File: src/rtl/host_cmd_parser_if.sv
// Host-link command bus: RX FIFO read side, TX FIFO write side, register bus and status.
interface host_cmd_parser_if #(
  parameter int unsigned ADDR_W = 6
);
  logic [7:0]        rx_rdata;
  logic              rx_rempty;
  logic              rx_rinc;
  logic [7:0]        tx_wdata;
  logic              tx_wfull;
  logic              tx_winc;
  logic [ADDR_W-1:0] reg_addr;
  logic [7:0]        reg_wdata;
  logic              reg_we;
  logic              reg_re;
  logic [7:0]        reg_rdata;
  logic              busy;
  logic [7:0]        err_count;

  // Parser side: pops RX, pushes TX, masters the register bus.
  modport master (
    input  rx_rdata, rx_rempty, tx_wfull, reg_rdata,
    output rx_rinc, tx_wdata, tx_winc, reg_addr, reg_wdata, reg_we, reg_re, busy, err_count
  );

  // Environment side: FIFOs, register file and status observers.
  modport slave (
    output rx_rdata, rx_rempty, tx_wfull, reg_rdata,
    input  rx_rinc, tx_wdata, tx_winc, reg_addr, reg_wdata, reg_we, reg_re, busy, err_count
  );
endinterface

File: src/rtl/host_cmd_parser.sv
// Host command decoder: parses fixed-length 'W'/'R' packets from the RX FIFO,
// drives a simple register bus and returns one response byte per packet.
module host_cmd_parser #(
  parameter int unsigned ADDR_W  = 6,
  parameter int unsigned TIMEOUT = 1024,
  parameter logic [7:0]  OP_WR   = 8'h57,
  parameter logic [7:0]  OP_RD   = 8'h52
) (
  input  logic              clk,
  input  logic              rst_n,
  host_cmd_parser_if.master bus
);

  localparam int unsigned     TMO_W    = $clog2(TIMEOUT);
  localparam logic [TMO_W-1:0] TMO_LAST = TMO_W'(TIMEOUT - 1);
  localparam logic [7:0]      RESP_OK  = 8'hAA;
  localparam logic [7:0]      RESP_BAD = 8'hEE;

  typedef enum logic [2:0] {
    S_IDLE,
    S_GET_ADDR,
    S_GET_DATA,
    S_EXEC_WR,
    S_EXEC_RD,
    S_RD_CAP,
    S_SEND
  } state_t;

  state_t            r_state;
  logic              r_is_wr;
  logic [ADDR_W-1:0] r_addr;
  logic [7:0]        r_data;
  logic [7:0]        r_resp;
  logic [TMO_W-1:0]  r_tmo;
  logic [7:0]        r_err;

  state_t            w_state_nxt;
  logic              w_is_wr_nxt;
  logic [ADDR_W-1:0] w_addr_nxt;
  logic [7:0]        w_data_nxt;
  logic [7:0]        w_resp_nxt;
  logic [TMO_W-1:0]  w_tmo_nxt;
  logic [7:0]        w_err_nxt;
  logic              w_err_inc;
  logic              w_accept;
  logic              w_push;

  // State and datapath registers; reset drops any partial packet.
  always_ff @(posedge clk or negedge rst_n) begin
    if (!rst_n) begin
      r_state <= S_IDLE;
      r_is_wr <= 1'b0;
      r_addr  <= '0;
      r_data  <= '0;
      r_resp  <= '0;
      r_tmo   <= '0;
      r_err   <= '0;
    end else begin
      r_state <= w_state_nxt;
      r_is_wr <= w_is_wr_nxt;
      r_addr  <= w_addr_nxt;
      r_data  <= w_data_nxt;
      r_resp  <= w_resp_nxt;
      r_tmo   <= w_tmo_nxt;
      r_err   <= w_err_nxt;
    end
  end

  // Next-state, byte accept, inter-byte timeout and error counting.
  always_comb begin
    w_state_nxt = r_state;
    w_is_wr_nxt = r_is_wr;
    w_addr_nxt  = r_addr;
    w_data_nxt  = r_data;
    w_resp_nxt  = r_resp;
    w_tmo_nxt   = '0;
    w_err_inc   = 1'b0;
    // Gated by rst_n so the pop stays low while reset is asserted.
    w_accept    = rst_n && !bus.rx_rempty &&
                  (r_state inside {S_IDLE, S_GET_ADDR, S_GET_DATA});
    w_push      = (r_state == S_SEND) && !bus.tx_wfull;

    case (r_state)
      S_IDLE: begin
        if (w_accept) begin
          if (bus.rx_rdata == OP_WR || bus.rx_rdata == OP_RD) begin
            w_is_wr_nxt = (bus.rx_rdata == OP_WR);
            w_state_nxt = S_GET_ADDR;
          end else begin
            w_resp_nxt  = RESP_BAD;
            w_err_inc   = 1'b1;
            w_state_nxt = S_SEND;
          end
        end
      end
      S_GET_ADDR: begin
        if (w_accept) begin
          w_addr_nxt  = bus.rx_rdata[ADDR_W-1:0];
          w_state_nxt = r_is_wr ? S_GET_DATA : S_EXEC_RD;
        end else if (r_tmo == TMO_LAST) begin
          w_err_inc   = 1'b1;
          w_state_nxt = S_IDLE;
        end else begin
          w_tmo_nxt = r_tmo + TMO_W'(1);
        end
      end
      S_GET_DATA: begin
        if (w_accept) begin
          w_data_nxt  = bus.rx_rdata;
          w_state_nxt = S_EXEC_WR;
        end else if (r_tmo == TMO_LAST) begin
          w_err_inc   = 1'b1;
          w_state_nxt = S_IDLE;
        end else begin
          w_tmo_nxt = r_tmo + TMO_W'(1);
        end
      end
      S_EXEC_WR: begin
        w_resp_nxt  = RESP_OK;
        w_state_nxt = S_SEND;
      end
      S_EXEC_RD: begin
        w_state_nxt = S_RD_CAP;
      end
      S_RD_CAP: begin
        w_resp_nxt  = bus.reg_rdata;
        w_state_nxt = S_SEND;
      end
      S_SEND: begin
        if (w_push) begin
          w_state_nxt = S_IDLE;
        end
      end
      default: begin
        w_state_nxt = S_IDLE;
      end
    endcase

    w_err_nxt = (w_err_inc && r_err != 8'hFF) ? r_err + 8'd1 : r_err;
  end

  assign bus.rx_rinc   = w_accept;
  assign bus.tx_winc   = w_push;
  assign bus.tx_wdata  = r_resp;
  assign bus.reg_addr  = r_addr;
  assign bus.reg_wdata = r_data;
  assign bus.reg_we    = (r_state == S_EXEC_WR);
  assign bus.reg_re    = (r_state == S_EXEC_RD);
  assign bus.busy      = (r_state != S_IDLE);
  assign bus.err_count = r_err;

endmodule

File: src/flat_wrapper.sv
// flat-port wrapper written by rule: the top's interface ports become plain ports
module host_cmd_parser_flat 
#(
  parameter int unsigned ADDR_W  = 6,
  parameter int unsigned TIMEOUT = 1024,
  parameter logic [7:0]  OP_WR   = 8'h57,
  parameter logic [7:0]  OP_RD   = 8'h52
)
  (clk, rst_n, bus_rx_rdata, bus_rx_rempty, bus_tx_wfull, bus_reg_rdata, bus_rx_rinc, bus_tx_wdata, bus_tx_winc, bus_reg_addr, bus_reg_wdata, bus_reg_we, bus_reg_re, bus_busy, bus_err_count);
  host_cmd_parser_if #(.ADDR_W(ADDR_W)) bus_i ();
  input  logic clk;
  input  logic rst_n;
  input wire logic [$bits(bus_i.rx_rdata)-1:0] bus_rx_rdata;
  input wire logic [$bits(bus_i.rx_rempty)-1:0] bus_rx_rempty;
  input wire logic [$bits(bus_i.tx_wfull)-1:0] bus_tx_wfull;
  input wire logic [$bits(bus_i.reg_rdata)-1:0] bus_reg_rdata;
  output wire logic [$bits(bus_i.rx_rinc)-1:0] bus_rx_rinc;
  output wire logic [$bits(bus_i.tx_wdata)-1:0] bus_tx_wdata;
  output wire logic [$bits(bus_i.tx_winc)-1:0] bus_tx_winc;
  output wire logic [$bits(bus_i.reg_addr)-1:0] bus_reg_addr;
  output wire logic [$bits(bus_i.reg_wdata)-1:0] bus_reg_wdata;
  output wire logic [$bits(bus_i.reg_we)-1:0] bus_reg_we;
  output wire logic [$bits(bus_i.reg_re)-1:0] bus_reg_re;
  output wire logic [$bits(bus_i.busy)-1:0] bus_busy;
  output wire logic [$bits(bus_i.err_count)-1:0] bus_err_count;
  assign bus_i.rx_rdata = bus_rx_rdata;
  assign bus_i.rx_rempty = bus_rx_rempty;
  assign bus_i.tx_wfull = bus_tx_wfull;
  assign bus_i.reg_rdata = bus_reg_rdata;
  assign bus_rx_rinc = bus_i.rx_rinc;
  assign bus_tx_wdata = bus_i.tx_wdata;
  assign bus_tx_winc = bus_i.tx_winc;
  assign bus_reg_addr = bus_i.reg_addr;
  assign bus_reg_wdata = bus_i.reg_wdata;
  assign bus_reg_we = bus_i.reg_we;
  assign bus_reg_re = bus_i.reg_re;
  assign bus_busy = bus_i.busy;
  assign bus_err_count = bus_i.err_count;
  host_cmd_parser #(.ADDR_W(ADDR_W), .TIMEOUT(TIMEOUT), .OP_WR(OP_WR), .OP_RD(OP_RD)) u_core (.clk(clk), .rst_n(rst_n), .bus(bus_i));
endmodule
File: config.mk
export PLATFORM = sky130hd
export DESIGN_NAME = host_cmd_parser_flat
export DESIGN_NICKNAME = d
export VERILOG_FILES = /design/src/rtl/host_cmd_parser_if.sv /design/src/rtl/host_cmd_parser.sv /design/src/flat_wrapper.sv
export SDC_FILE = /design/constraint.sdc
export NUM_CORES = 1
export LEC_CHECK = 0
export CAP_MARGIN = 20
export CELL_PAD_IN_SITES_DETAIL_PLACEMENT = 2
export CELL_PAD_IN_SITES_GLOBAL_PLACEMENT = 2
export CORE_MARGIN = 8
export CORE_UTILIZATION = 31
export CTS_CLUSTER_DIAMETER = 80
export CTS_CLUSTER_SIZE = 12
export DETAILED_ROUTE_END_ITERATION = 8
export PLACE_DENSITY = 0.82
export SKIP_CTS_REPAIR_TIMING = 1
export SYNTH_ARGS = -nofsm -noshare
export SYNTH_HDL_FRONTEND = slang
export SYNTH_SLANG_ARGS = --single-unit
File: constraint.sdc
create_clock -name clk -period 2.49 [get_ports clk]
set_input_delay 0.249 -clock clk [delete_from_list [all_inputs] [get_ports clk]]
set_output_delay 0.249 -clock clk [all_outputs]
set_load 0.005 [all_outputs]
# [Word level (Yosys, flattened, before mapping)]
# Index checks and enable logic that the tools add are counted.
[classes] eq_ne=13 n_mux=19 n_addsub=2 reduce_logical=18
[ops] cell="$mux W10" count=3
[ops] cell="$pmux W8 S3" count=1
[ops] cell="$mux W3" count=7
[ops] cell="$pmux W3 S6" count=1
[ops] cell="$eq A8 B7 Y1 const B" count=2
[ops] cell="$mux W8" count=2
[ops] cell="$add A10 B1 Y10 const B" count=1
[ops] cell="$eq A10 B10 Y1 const B" count=1
[ops] cell="$eq A3 B3 Y1 const B" count=3
[ops] cell="$reduce_bool A3 Y1" count=3
[ops] cell="$add A8 B1 Y8 const B" count=1
[ops] cell="$ne A8 B8 Y1 const B" count=1
[ops] cell="$eq A3 B2 Y1 const B" count=2
[ops] cell="$ne A2 B2 Y1 const B" count=3
[ops] cell="$reduce_and A2 Y1" count=3
[ops] cell="$reduce_and A3 Y1" count=2
[ops] cell="$logic_and A1 B1 Y1" count=4
[ops] cell="$mux W1" count=4
[ops] cell="$reduce_or A2 Y1" count=2
[ops] cell="$eq A3 B1 Y1 const B" count=1
[ops] cell="$logic_not A3 Y1" count=1
[ops] cell="$logic_not A1 Y1" count=2
[ops] cell="$pmux W1 S2" count=1
[ops] cell="$logic_or A1 B1 Y1" count=1
[word_totals] in_bits=20 register_bits=44 wordCells=59

# [Longest topological paths before layout]
# Gate-level depths: netlist of the first run.
[depth] ltp_word=6 ltp_mapped=7

# [Worst setup path before layout of the first run]
# No wires, ideal clock.
[synth_path] path_kind="reg2reg" start="reg u_core.r_state[0]" end="reg u_core.r_err[1] (netlist: u_core.bus.err_count[1])" path_slack_ns=0.419 stages_incl_launch_ff=8 period_less_slack_ns=2.071 arrival_ns=1.943 t_required_ns=2.362 path_cell_list="dfrtp_1 -> buf_6 -> or3_1 -> buf_6 -> a311oi_4 -> a31oi_4 -> nor2b_2 -> mux2_1"
[synth_between] elab_chain_len=6 elab_cells_between_ends=10 cone_classes="eq/ne: 2; mux: 3; reduce/logical: 5"
[synth_lines] element="start, declared" line="host_cmd_parser.sv:29" text="state_t r_state;"
[synth_lines] element="start signal, assigned" line="host_cmd_parser.sv:59" text="r_state <= w_state_nxt;"
[synth_lines] element="$eq A3 B1 Y1 (tied with other cells)" line="host_cmd_parser.sv:80, host_cmd_parser.sv:83"
[synth_lines] element="$reduce_bool A3 Y1" line="host_cmd_parser.sv:80" text="(r_state inside {S_IDLE, S_GET_ADDR, S_GET_DATA});"
[synth_lines] element="$logic_and A1 B1 Y1" line="host_cmd_parser.sv:79" text="w_accept = rst_n && !bus.rx_rempty &&"
[synth_lines] element="$mux W1 (on tied branches)" line="host_cmd_parser.sv:108, host_cmd_parser.sv:85"
[synth_lines] element="$pmux W1 S2 *" line="host_cmd_parser.sv:83" text="case (r_state)"
[synth_lines] element="$logic_and A1 B1 Y1 *" line="host_cmd_parser.sv:139" text="w_err_nxt = (w_err_inc && r_err != 8'hFF) ? r_err + 8'd1 : r_err;"
[synth_lines] element="end signal, assigned" line="host_cmd_parser.sv:65" text="r_err <= w_err_nxt;"
[synth_lines] element="end, declared" line="host_cmd_parser.sv:35" text="logic [7:0] r_err;"
# Mark *: on every way between the ends. The rest lies on a longest branch, timed or not.
# A chain may end at the register's enable or synchronous reset.

# [Final worst setup path of the first run]
[layout_path] start="in rst_n" end="out bus_rx_rinc"
[layout_between] elab_chain_len=2
[layout_lines] element="start, declared" line="flat_wrapper.sv:12" text="input logic rst_n;"
[layout_lines] element="$logic_and A1 B1 Y1 (2 in a row)" line="host_cmd_parser.sv:79"
[layout_lines] element="end, declared" line="flat_wrapper.sv:17" text="output wire logic [$bits(bus_i.rx_rinc)-1:0] bus_rx_rinc;"
# No other way between the ends.

==> results of run 1 <==
synthesized netlist by cell type, drive strengths merged (5+ instances only):
cell type / instances
xor2: 13
nor2b: 6
nor2: 22
dfrtp: 44
nand2: 12
mux2: 15
nand3: 8
nor3: 5
critical path, cell delays in order:
cell,delay (ps)
dlygate4sd3_1,570
buf_2,160
nor2b_1,330
and3_1,250
clkdlybuf4s50_1,510
layout by cell type, fill, tap and decap left out, types with 2 or more instances in the layout:
cell / count
nand4_1: 4
a21o_1: 2
o22a_1: 4
nand2b_1: 2
buf_4: 5
a221oi_1: 2
nand2_1: 12
or4_1: 2
a31oi_1: 3
xnor2_1: 4
nand3_1: 8
a22o_1: 2
o21ai_0: 3
clkdlybuf4s50_1: 53
o22ai_1: 2
clkbuf_8: 5
nor2_1: 22
a21oi_1: 4
and4_1: 2
ha_1: 2
dfrtp_1: 44
clkinv_1: 2
nor2b_1: 5
nor3_1: 4
mux2_2: 14
and3_1: 4
xor2_1: 13
kinds of logic after synthesis:
logic type | Yosys count
xor gates and xnor gates | 17
and+or+nand+nor | 73
DFF | 44
muxes | 15
adders and majority gates | 2
buffers and inverters | 9
AOI/OAI and AO/OA | 28
metrics by stage:
step / power (mW) / hold slack (ps) / std cells
2_1_floorplan: 1.76 / -46.6 / 188
3_3_place_gp: 2.38 / 246 / 321
3_5_place_dp: 2.43 / 256 / 321
4_1_cts: 2.99 / -68.3 / 329
5_1_grt: 3.14 / 521 / 330
6_report: 2.93 / 492 / 330
registers in the layout, indices dropped and copies added (netlist names):
signal                flops
u_core.r_tmo             10
u_core.bus.err_count      8
u_core.bus.reg_wdata      8
u_core.bus.tx_wdata       8
u_core.bus.reg_addr       6
u_core.r_state            3
u_core.r_is_wr            1
per-layer routing:
metal	vias up	routed length, µm	track usage, %
met3	2	257	2.82
li1	798	-	-
met2	33	2990	21.2
met5	-	0	0
met4	0	23	4.25
met1	855	2560	15.6
worst max path at each step:
stage / from / slack, ps / end
floorplan: u_core.r_state[0]$_DFFE_PN0P_ / 420 / u_core.bus.err_count[1]$_DFFE_PN0P_
global placement: bus_rx_rdata[0] / 410 / u_core.bus.err_count[1]$_DFFE_PN0P_
detailed placement: bus_rx_rdata[2] / 350 / u_core.bus.err_count[1]$_DFFE_PN0P_
CTS: u_core.r_state[1]$_DFFE_PN0P_ / 270 / bus_tx_winc
global route: rst_n / 50 / bus_rx_rinc
finish: rst_n / 170 / bus_rx_rinc
power breakdown:
group | total [mW] | switching (mW) | internal [mW]
clock network | 0.537 | 0.239 | 0.298
registers | 1.11 | 0.168 | 0.939
logic | 1.29 | 0.564 | 0.725
area by class of cell:
| type | instances | share of cell area [%] |
|---|---|---|
| flip-flops and latches | 44 | 38.3 |
| clock inverters | 2 | 1.22 |
| multi-input cells | 135 | 33.9 |
| well taps | 80 | 3.48 |
| inverters | 3 | 0.391 |
| repair buffers | 60 | 20.3 |
| clock buffers | 6 | 2.52 |
==> out/results.tsv, run 1 <==
metric	value	unit
clock transition at the registers of the reported paths	80	ps
Compound-Gate Fraction of Synth Area	11.1	%
Post-Syn Instances	188	
min Tclk post-route	2320	ps
num rows	30	
CTS tree	done	
Max Cap Viol	0	
io pins	55	
TritonRoute pass-1 iters	4	
critical path required time	2240	ps
Power Density	1020	nW/µm²
Post-Syn Area	2130	µm²
All-Layer GR Usage	12.7	%
Setup TNS	0	ps
initial antenna violation count	0	
worst-skew pair later-pin latency	290	ps
grt total ovfl	0	
largest family of logic cells by synthesized area	simple AND/OR/NAND/NOR gates	
Netlist cell types	43	
Seq cells post-synth	44	
Final setup viols	0	
Storage cell area	1100	µm²
clk sink count	44	
fmax	0.430	GHz
final setup margin	167	ps
Mapped Nets	210	
Fillers	693	
post-synthesis xor/xnor area fraction	7.00	%
final net count	271	
Hold Path End	u_core.bus.tx_wdata[3]$_DFFE_PN0P_	
Layout area overhead	35.4	%
Die W	98.8	µm
# DRC	0	
Hold Crit Start	u_core.bus.tx_wdata[3]$_DFFE_PN0P_	
post-DR wirelength/cell	17.7	µm
number of global-route vias before repair	1922	
RSZ-0062 raised after global routing	false	
Max VDD drop	0.000392	V
RePlAce Congestion	0.792	
Worst Skew	5.14	ps
EDFF count, synth	0	
pin count of the biggest net entering global routing	32	
first-pass GRT wire length	10000	µm
Post-synth ARST share	100	%
synth top area cells	dfrtp_1 52%, mux2_2 7.4%, xor2_1 5.4%	
outcome	finished clean	
reg2reg end	u_core.bus.err_count[1]$_DFFE_PN0P_	
Root Driver	clkbuf_8	
Max Slew Vio Count	0	
DIE HEIGHT	98.8	µm
post-placement worst setup slack	350	ps
Initial Utilization	31.6	%
leak pwr	1.20	nW
simple-gate portion of the synthesized area	18.7	%
Reg2Reg Setup Slack	400	ps
CTS max path bufs	2	
syn_area_per_cell	11.3	µm²
nature of the critical path endpoint	output pin	
Setup CP Type	primary input to output pin	
antenna fix cells	0	
vias per inst	5.12	
number of DRC markers in iteration 0	35	
Yosys warnings	0	
core area	6720	µm²
adder-cell area share of the yosys netlist	1.18	%
die footprint	9760	µm²
layout cells sized above 1	13.6	%
H-tree levels	2	
Post-DP Area	2760	µm²
Hold Path Depth	1	
final period utilization	93.3	%
Final ANT Viol Nets	0	
final hold viol count	0	
top cell type by total area after synthesis	dfrtp_1	
Num CTS Buffers	5	
Rel. slew slack	68.3	%
area of the multi-input gates	975	µm²
Post-DP HPWL	4450	µm
CP Data Arrival Time	2070	ps
post-synth top area share	51.8	%
design area	2880	µm²
r2r worst-path depth	5	
worst hold path type	register to register	
final WL	5840	µm
crit-path max FO	5	
Seq/Total Area, Yosys	51.8	%
Finished Core Util	42.8	%
ys flop type	dfrtp_1	
Vias	1688	
Slew @ Worst Pin	474	ps
PortBufs	54	
Critical R2R Launch	u_core.r_state[1]$_DFFE_PN0P_	
post-synthesis mux area share	7.95	%
CP Launch Type	primary input	
Note: power is estimated with default switching activity, not from simulation.
==> run 2, diff against run 1 <==
--- a/config.mk
+++ b/config.mk
@@ -13,6 +13,7 @@
 export CTS_CLUSTER_DIAMETER = 80
 export CTS_CLUSTER_SIZE = 12
 export DETAILED_ROUTE_END_ITERATION = 8
+export MAX_ROUTING_LAYER = met4
 export PLACE_DENSITY = 0.82
 export SKIP_CTS_REPAIR_TIMING = 1
 export SYNTH_ARGS = -nofsm -noshare
==> run 2 against run 1 <==
Net effect:
- clock-buffer cell count unchanged
- worst setup slack gained 8.9 ps
- clock skew rose by 2.2 ps
- sequential share of layout area unchanged
- core utilization stayed put
- total power about the same
- register-to-register slack hardly changed
- fmax grew 0.38%
- critical path type unchanged
- largest power group unchanged
==> out/results.tsv, run 2 (synthesized netlist as in run 1, its figures left out) <==
metric	value	unit
outcome	finished clean	
initial antenna violation count	0	
antenna fix cells	0	
CP Data Arrival Time	2070	ps
final WL	5840	µm
post-placement worst setup slack	350	ps
Hold Path End	u_core.bus.tx_wdata[3]$_DFFE_PN0P_	
Vias	1696	
TritonRoute pass-1 iters	4	
Final setup viols	0	
Setup TNS	0	ps
Root Driver	clkbuf_8	
CTS tree	done	
commonest cells after routing, fill and taps aside	53 x clkdlybuf4s50_1, 44 x dfrtp_1, 22 x nor2_1	
Finished Core Util	42.8	%
area of the multi-input gates	975	µm²
final hold slack	492	ps
r2r worst-path depth	5	
Hold Crit Start	u_core.bus.tx_wdata[3]$_DFFE_PN0P_	
crit-path max FO	5	
Fillers	693	
clk sink count	44	
Final ANT Viol Nets	0	
Worst Skew	7.31	ps
pin count of the biggest net entering global routing	32	
number of DRC markers in iteration 0	64	
Setup CP Type	primary input to output pin	
# DRC	0	
PortBufs	54	
RePlAce Congestion	0.803	
final hold viol count	0	
number of flip-flops in the largest register	10	
CTS max path bufs	2	
worst-skew pair later-pin latency	300	ps
Num CTS Buffers	5	
design area	2880	µm²
final net count	271	
vias per inst	5.14	
nature of the critical path endpoint	output pin	
Critical R2R Launch	u_core.r_state[1]$_DFFE_PN0P_	
layout cells sized above 1	13.6	%
H-tree levels	2	
number of global-route vias before repair	1923	
All-Layer GR Usage	13.0	%
leak pwr	1.20	nW
min Tclk post-route	2310	ps
io pins	55	
Layout area overhead	35.4	%
Post-DP Area	2760	µm²
commonest non-fill, non-tap cell in the layout	clkdlybuf4s50_1	
Reg2Reg Setup Slack	400	ps
fmax	0.432	GHz
Rel. slew slack	67.4	%
Hold Path Depth	1	
core area	6720	µm²
Total Power	2.93	mW
Power Density	1020	nW/µm²
RSZ-0062 raised after global routing	false	
DIE HEIGHT	98.8	µm
worst hold path type	register to register	
CP Launch Type	primary input	
Biggest register	u_core.r_tmo	
Slew @ Worst Pin	488	ps
Initial Utilization	31.6	%
final setup margin	176	ps
Max Slew Vio Count	0	
Post-DP HPWL	4450	µm
Die W	98.8	µm
final period utilization	92.9	%
grt total ovfl	0	
Max VDD drop	0.000392	V
Final Non-Filler Cells	330	
Storage cell area	1100	µm²
reg2reg end	u_core.bus.err_count[1]$_DFFE_PN0P_	
post-DR wirelength/cell	17.7	µm
clock transition at the registers of the reported paths	80	ps
critical path required time	2240	ps
num rows	30	
die footprint	9760	µm²
cell count after placement	321	
first-pass GRT wire length	10000	µm
Max Cap Viol	0	
-- run 2: critical path: stages --
cell	delay, ps
dlygate4sd3_1	570
buf_2	160
nor2b_1	330
and3_1	250
clkdlybuf4s50_1	510
-- run 2: worst max path at each step --
stage                                   from                             endpoint  slack (ps)  cells past startpoint
3_5_place_dp                 bus_rx_rdata[2]  u_core.bus.err_count[1]$_DFFE_PN0P_         350                      6
3_3_place_gp                 bus_rx_rdata[0]  u_core.bus.err_count[1]$_DFFE_PN0P_         410                      6
5_1_grt                                rst_n                          bus_rx_rinc          50                      5
2_1_floorplan  u_core.r_state[0]$_DFFE_PN0P_  u_core.bus.err_count[1]$_DFFE_PN0P_         420                      7
4_1_cts        u_core.r_state[1]$_DFFE_PN0P_                          bus_tx_winc         270                      3
6_report                               rst_n                          bus_rx_rinc         180                      5
-- run 2: cell type report --
type	count	area share [%]
tap	80	3.48
clock buffer	6	2.52
multi-input combinational	135	33.9
inverter	3	0.391
sequential	44	38.3
clock inverter	2	1.22
timing repair buffer	60	20.3
-- run 2: power by group --
part           total [mW]  internal (mW)  switching (mW)
clock               0.539          0.298           0.241
combinational        1.29          0.724           0.564
sequential           1.11          0.939           0.167
-- run 2: routing by layer --
| layer | up-vias | track usage (%) | part of all wire (%) |
|---|---|---|---|
| met5 | - | - | 0 |
| met4 | 0 | 3.19 | 0.79 |
| met3 | 5 | 3.59 | 4.4 |
| met2 | 34 | 21.3 | 51 |
| met1 | 855 | 15.5 | 44 |
| li1 | 802 | - | - |
==> run 3, diff against run 2 <==
--- a/config.mk
+++ b/config.mk
@@ -9,12 +9,13 @@
 export CELL_PAD_IN_SITES_DETAIL_PLACEMENT = 2
 export CELL_PAD_IN_SITES_GLOBAL_PLACEMENT = 2
 export CORE_MARGIN = 8
-export CORE_UTILIZATION = 31
+export CORE_UTILIZATION = 32
+export CTS_BUF_LIST = sky130_fd_sc_hd__clkbuf_8
 export CTS_CLUSTER_DIAMETER = 80
 export CTS_CLUSTER_SIZE = 12
 export DETAILED_ROUTE_END_ITERATION = 8
 export MAX_ROUTING_LAYER = met4
-export PLACE_DENSITY = 0.82
+export PLACE_DENSITY = 0.84
 export SKIP_CTS_REPAIR_TIMING = 1
 export SYNTH_ARGS = -nofsm -noshare
 export SYNTH_HDL_FRONTEND = slang
==> run 3 against run 2 <==
Net effect:
- first-iteration DRC count fell by 30%
- clock-buffer cell count fell by 1
- clock power rose by 6.5%
- critical path type unchanged
- highest routed layer unchanged
==> out/results.tsv, run 3 (synthesized netlist as in run 1, its figures left out) <==
metric	value	unit
slowest stage cell, crit path	clkdlybuf4s50_1	
final hold slack	286	ps
io pins	55	
vias per inst	5.22	
CTS tree	done	
Final setup viols	0	
Rel. slew slack	62.2	%
cell breakdown of the critical path	dlygate4sd3_1, buf_2, nor2b_1, and3_1, clkdlybuf4s50_1	
grt peak-use layer	met2	
r2r worst-path depth	5	
Biggest register	u_core.r_tmo	
Post-DP HPWL	4720	µm
Root Driver	clkbuf_8	
clock transition at the registers of the reported paths	100	ps
PortBufs	54	
final period utilization	94.7	%
Die W	97.5	µm
CTS max path bufs	2	
Max Slew Vio Count	0	
Vias	1708	
critical path required time	2240	ps
commonest non-fill, non-tap cell in the layout	clkdlybuf4s50_1	
CP Data Arrival Time	2110	ps
Setup CP Type	primary input to output pin	
number of DRC markers in iteration 0	45	
min Tclk post-route	2360	ps
reg2reg end	u_core.bus.err_count[1]$_DFFE_PN0P_	
leak pwr	1.20	nW
final WL	6290	µm
grt total ovfl	0	
Final ANT Viol Nets	0	
commonest cells after routing, fill and taps aside	53 x clkdlybuf4s50_1, 44 x dfrtp_1, 22 x nor2_1	
grt met3 use	2.77	%
initial antenna violation count	0	
layout cells sized above 1	14.0	%
Crit path buffers/inverters	3	
worst stage delay on the critical path	530	ps
num rows	29	
Reg2Reg Setup Slack	370	ps
Slew @ Worst Pin	567	ps
DIE HEIGHT	97.5	µm
RePlAce Congestion	0.770	
Max VDD drop	0.000459	V
nature of the critical path endpoint	output pin	
RSZ-0062 raised after global routing	false	
# DRC	0	
final hold viol count	0	
clk sink count	44	
first-pass GRT wire length	10600	µm
All-Layer GR Usage	14.1	%
Max Cap Viol	0	
Setup TNS	0	ps
crit-path max FO	5	
CP Launch Type	primary input	
Num CTS Buffers	5	
outcome	finished clean	
Fillers	667	
Initial Utilization	33.3	%
Power Density	1040	nW/µm²
post-DR wirelength/cell	19.2	µm
worst-skew pair later-pin latency	310	ps
number of global-route vias before repair	1983	
H-tree levels	2	
worst hold path type	primary input to async pin	
number of flip-flops in the largest register	10	
antenna fix cells	0	
GRT met1 Usage	15.9	%
die footprint	9510	µm²
GR Util met2	24.3	%
Layout area overhead	35.6	%
TritonRoute pass-1 iters	4	
Critical R2R Launch	u_core.r_state[1]$_DFFE_PN0P_	
fmax	0.424	GHz
Worst Skew	9.31	ps
pin count of the biggest net entering global routing	43	
critical path's top delay family	buffers and inverters	
core area	6390	µm²
final net count	271	
[run 3: cell count changes in the layout (fill, tap and decap cells not counted)]
cell	delta
clkinv_4	+2
clkbuf_1	-1
clkinv_2	-1
[run 3: area by class of cell]
class                      count  area, µm²  share of cell area, %
clock inverter                 3       47.5                   1.65
multi-input combinational    135        975                   33.8
sequential                    44       1100                   38.2
tap                           77       96.3                   3.34
inverter                       3       11.3                  0.391
clock buffer                   5       68.8                   2.39
timing repair buffer          60        583                   20.2
[run 3: worst max path at each step]
stage / end / slack [ps] / from / cells past startpoint
finish: bus_rx_rinc / 130 / rst_n / 5
global route: bus_rx_rinc / 110 / rst_n / 5
CTS: u_core.bus.err_count[1]$_DFFE_PN0P_ / 320 / u_core.r_state[1]$_DFFE_PN0P_ / 5
detailed placement: u_core.bus.err_count[1]$_DFFE_PN0P_ / 220 / bus_rx_rdata[2] / 6
global placement: u_core.bus.err_count[1]$_DFFE_PN0P_ / 400 / bus_rx_rdata[2] / 6
floorplan: u_core.bus.err_count[1]$_DFFE_PN0P_ / 420 / u_core.r_state[0]$_DFFE_PN0P_ / 7
[run 3: worst register-to-register path, cell delays in order, from the launching register on]
cell and delay (ps):
dfrtp_1 480, or3_1 490, a311oi_4 390, a31oi_4 120, nor2b_2 190, mux2_1 340
[run 3: report_power, final]
part | leakage (nW) | internal (mW) | total, mW | switching (mW)
Clock | 0.0583 | 0.303 | 0.574 | 0.272
Combinational | 0.589 | 0.732 | 1.31 | 0.581
Sequential | 0.557 | 0.938 | 1.10 | 0.164
Total | 1.20 | 1.97 | 2.99 | 1.02
[run 3: metal layers]
metal / routed length [µm] / part of all wire (%)
met5: 0 / 0
met4: 89 / 1.4
met3: 260 / 4.1
met2: 3270 / 52
met1: 2660 / 42
[run 3: metrics by stage]
stage	instance area [µm²]	std cells	setup slack [ps]	utilization, %	power, mW
final	2880	327	131	45.1	2.99
after global routing	2880	327	107	45.1	3.19
after CTS	2870	326	319	45.0	3.04
after detailed placement	2760	318	222	43.2	2.44
after global placement	2760	318	400	43.2	2.39
after floorplan	2130	188	419	-	1.76
==> RTL change, RTL diff (flow settings as in run 2) <==
`ADDR_W` is set to 6 in 3 places; all go to 7.
--- a/src/rtl/host_cmd_parser_if.sv
+++ b/src/rtl/host_cmd_parser_if.sv
@@ -1,6 +1,6 @@
 // Host-link command bus: RX FIFO read side, TX FIFO write side, register bus and status.
 interface host_cmd_parser_if #(
-  parameter int unsigned ADDR_W = 6
+  parameter int unsigned ADDR_W = 7
 );
   logic [7:0]        rx_rdata;
   logic              rx_rempty;
--- a/src/rtl/host_cmd_parser.sv
+++ b/src/rtl/host_cmd_parser.sv
@@ -1,7 +1,7 @@
 // Host command decoder: parses fixed-length 'W'/'R' packets from the RX FIFO,
 // drives a simple register bus and returns one response byte per packet.
 module host_cmd_parser #(
-  parameter int unsigned ADDR_W  = 6,
+  parameter int unsigned ADDR_W  = 7,
   parameter int unsigned TIMEOUT = 1024,
   parameter logic [7:0]  OP_WR   = 8'h57,
   parameter logic [7:0]  OP_RD   = 8'h52
--- a/src/flat_wrapper.sv
+++ b/src/flat_wrapper.sv
@@ -1,7 +1,7 @@
 // flat-port wrapper written by rule: the top's interface ports become plain ports
 module host_cmd_parser_flat 
 #(
-  parameter int unsigned ADDR_W  = 6,
+  parameter int unsigned ADDR_W  = 7,
   parameter int unsigned TIMEOUT = 1024,
   parameter logic [7:0]  OP_WR   = 8'h57,
   parameter logic [7:0]  OP_RD   = 8'h52
Interface: changed (resized bus_reg_addr); port bits go from 55 to 56. No check against the original RTL was run, so the function may have changed too.
==> RTL change against run 2 <==
Synthesized cell count grew 5.9%; maximum frequency increased by 4.8%; routed wire length grew 9.1%; power down 1.7%; sequential cell count increased by 1; register-to-register slack gained 100 ps; design area grew 3.7%; critical path depth down 1; die area is 4.0% higher; hold slack worse by 390 ps; synthesized area is 4.8% higher; worst setup slack improved by 110 ps.
==> RTL change: results (changes against run 2) <==
Status
- completed — run status

Worst setup path
- 1960 ps — arrival time of data at the critical path endpoint, -110 ps
- 9 — crit path max fanout, +4

Global routing
- 47 — pin count of the biggest net entering global routing, +47%
- 13.5% — global-route total usage across every layer, +0.48 points
- 2,003 — vias in the first global route, +4.2%
- 10,500 µm — wire length of the first global-routing pass, +5.2%

Layout
- 10 — max reg flops, unchanged
- u_core.r_tmo — largest reg by FF count
- 0 — ANT cells, unchanged
- 282 — # nets final, +4.1%
- 16.5% — fraction of final layout cells sized beyond drive strength 1, +2.9 points
- 772 — Fillers, +11%

Power and ir drop
- 1.22 nW — reported leakage power, +1.5%
- 386 µV — Worst IR Drop VDD, -1.6%

Placement
- 4650 µm — final HPWL from detailed placement, +4.5%
- 0.761 — final weighted congestion in routability-driven placement, -5.2%
- 276 ps — Worst Setup Slack post-DPL, -73.7 ps
- 55 — number of buffers added on ports, +1.9%

Synth
- 50.6% — sequential area share after synthesis, -1.2 points
- 0 — Syn. warnings, unchanged
- 199 — post-synthesis instance total, +5.9%
- 221 — net count after synthesis, +5.2%
- dfrtp_1, mux2_2, xor2_1 — leading cell types by total area after synthesis
- 46 — library cells used by synthesis, +7.0%
- dfrtp_1, nor2_1, nand2_1, mux2_2, xor2_1 — most instantiated cells after synthesis

Clock tree
- 310 ps — worst-skew pair later-pin latency
- clkbuf_8 — cell at the root of the clock tree
- 2 — count of H-tree levels built during CTS, unchanged

Detailed routing
- 55 — DRT iter0 DRCs, -14%
- 17.7 µm — Wirelength per Cell, about the same
- 1,754 — via count, +3.4%

Timing
- 9.37 ps — Worst Skew, +2.05 ps
- 614 ps — slew at the pin closest to its max-slew limit, +126 ps

Hold path
- in2async — Hold/Removal Path Class

RTL change: per-stage QoR:
stage | power [W] | cell area (µm²) | utilization (%) | cells | hold slack, ps
finish | 0.00288 | 2990 | 42.1 | 360 | 103
global route | 0.00310 | 2990 | 42.1 | 360 | 146
CTS | 0.00294 | 2990 | 42.1 | 360 | 125
detailed placement | 0.00244 | 2900 | 40.8 | 352 | 469
global placement | 0.00238 | 2900 | 40.8 | 352 | 475
floorplan | 0.00172 | 2230 | - | 199 | -46.6
RTL change: logic make-up (layout without fill, tap and decap cells):
logic type	Yosys count	in the layout	share of synthesized area (%)
compound gates	37	37	12.7
xor+xnor	14	14	5.51
fa+ha+maj	2	2	1.12
buf+inv	7	69	1.74
flops	45	45	50.6
mux	17	17	8.93
simple gates	77	77	19.4
RTL change: final timing paths:
kind	slack [ps]	from	to	cells after the start
worst max-delay path	280	u_core.r_state[1]$_DFFE_PN0P_	bus_tx_winc	4
min in group clk	430	rst_n	u_core.r_state[2]$_DFFE_PN0P_	3
worst min register to register	500	u_core.bus.err_count[6]$_DFFE_PN0P_	u_core.bus.err_count[6]$_DFFE_PN0P_	1
max in group asynchronous	1980	rst_n	u_core.r_tmo[6]$_DFF_PN0_	2
worst max register to register	500	u_core.r_tmo[0]$_DFF_PN0_	u_core.bus.err_count[7]$_DFFE_PN0P_	6
worst min-delay path	100	rst_n	u_core.bus.tx_wdata[4]$_DFFE_PN0P_	2
RTL change: worst max-delay path: stages (launching register included):
cell	delay (ps)
dfrtp_1	560
nor2b_1	400
nand2_1	110
nor2_1	90
clkdlybuf4s50_1	500
RTL change: cell type report:
| cell class | count | area [µm²] | share of cell area (%) |
|---|---|---|---|
| well taps | 99 | 124 | 4.15 |
| clock buffers | 5 | 68.8 | 2.31 |
| multi-input cells | 147 | 1060 | 35.6 |
| clock inverters | 3 | 21.3 | 0.712 |
| repair buffers | 59 | 576 | 19.3 |
| flip-flops and latches | 45 | 1130 | 37.7 |
| inverters | 2 | 7.51 | 0.251 |
RTL change: metal layers:
| metal | vias to the layer above | global-route usage, % | part of all wire, % |
|---|---|---|---|
| li1 | 825 | - | - |
| met1 | 886 | 15.1 | 44 |
| met2 | 38 | 23.2 | 50 |
| met3 | 5 | 3.87 | 5.0 |
| met4 | 0 | 3.14 | 0.96 |
| met5 | - | - | 0 |
RTL change: report_power, final:
group	leakage [nW]	switching (W)	internal [W]
Sequential	0.572	0.000182	0.000958
Clock	0.0445	0.000275	0.000200
Combinational	0.604	0.000556	0.000711
Total	1.22	0.00101	0.00187
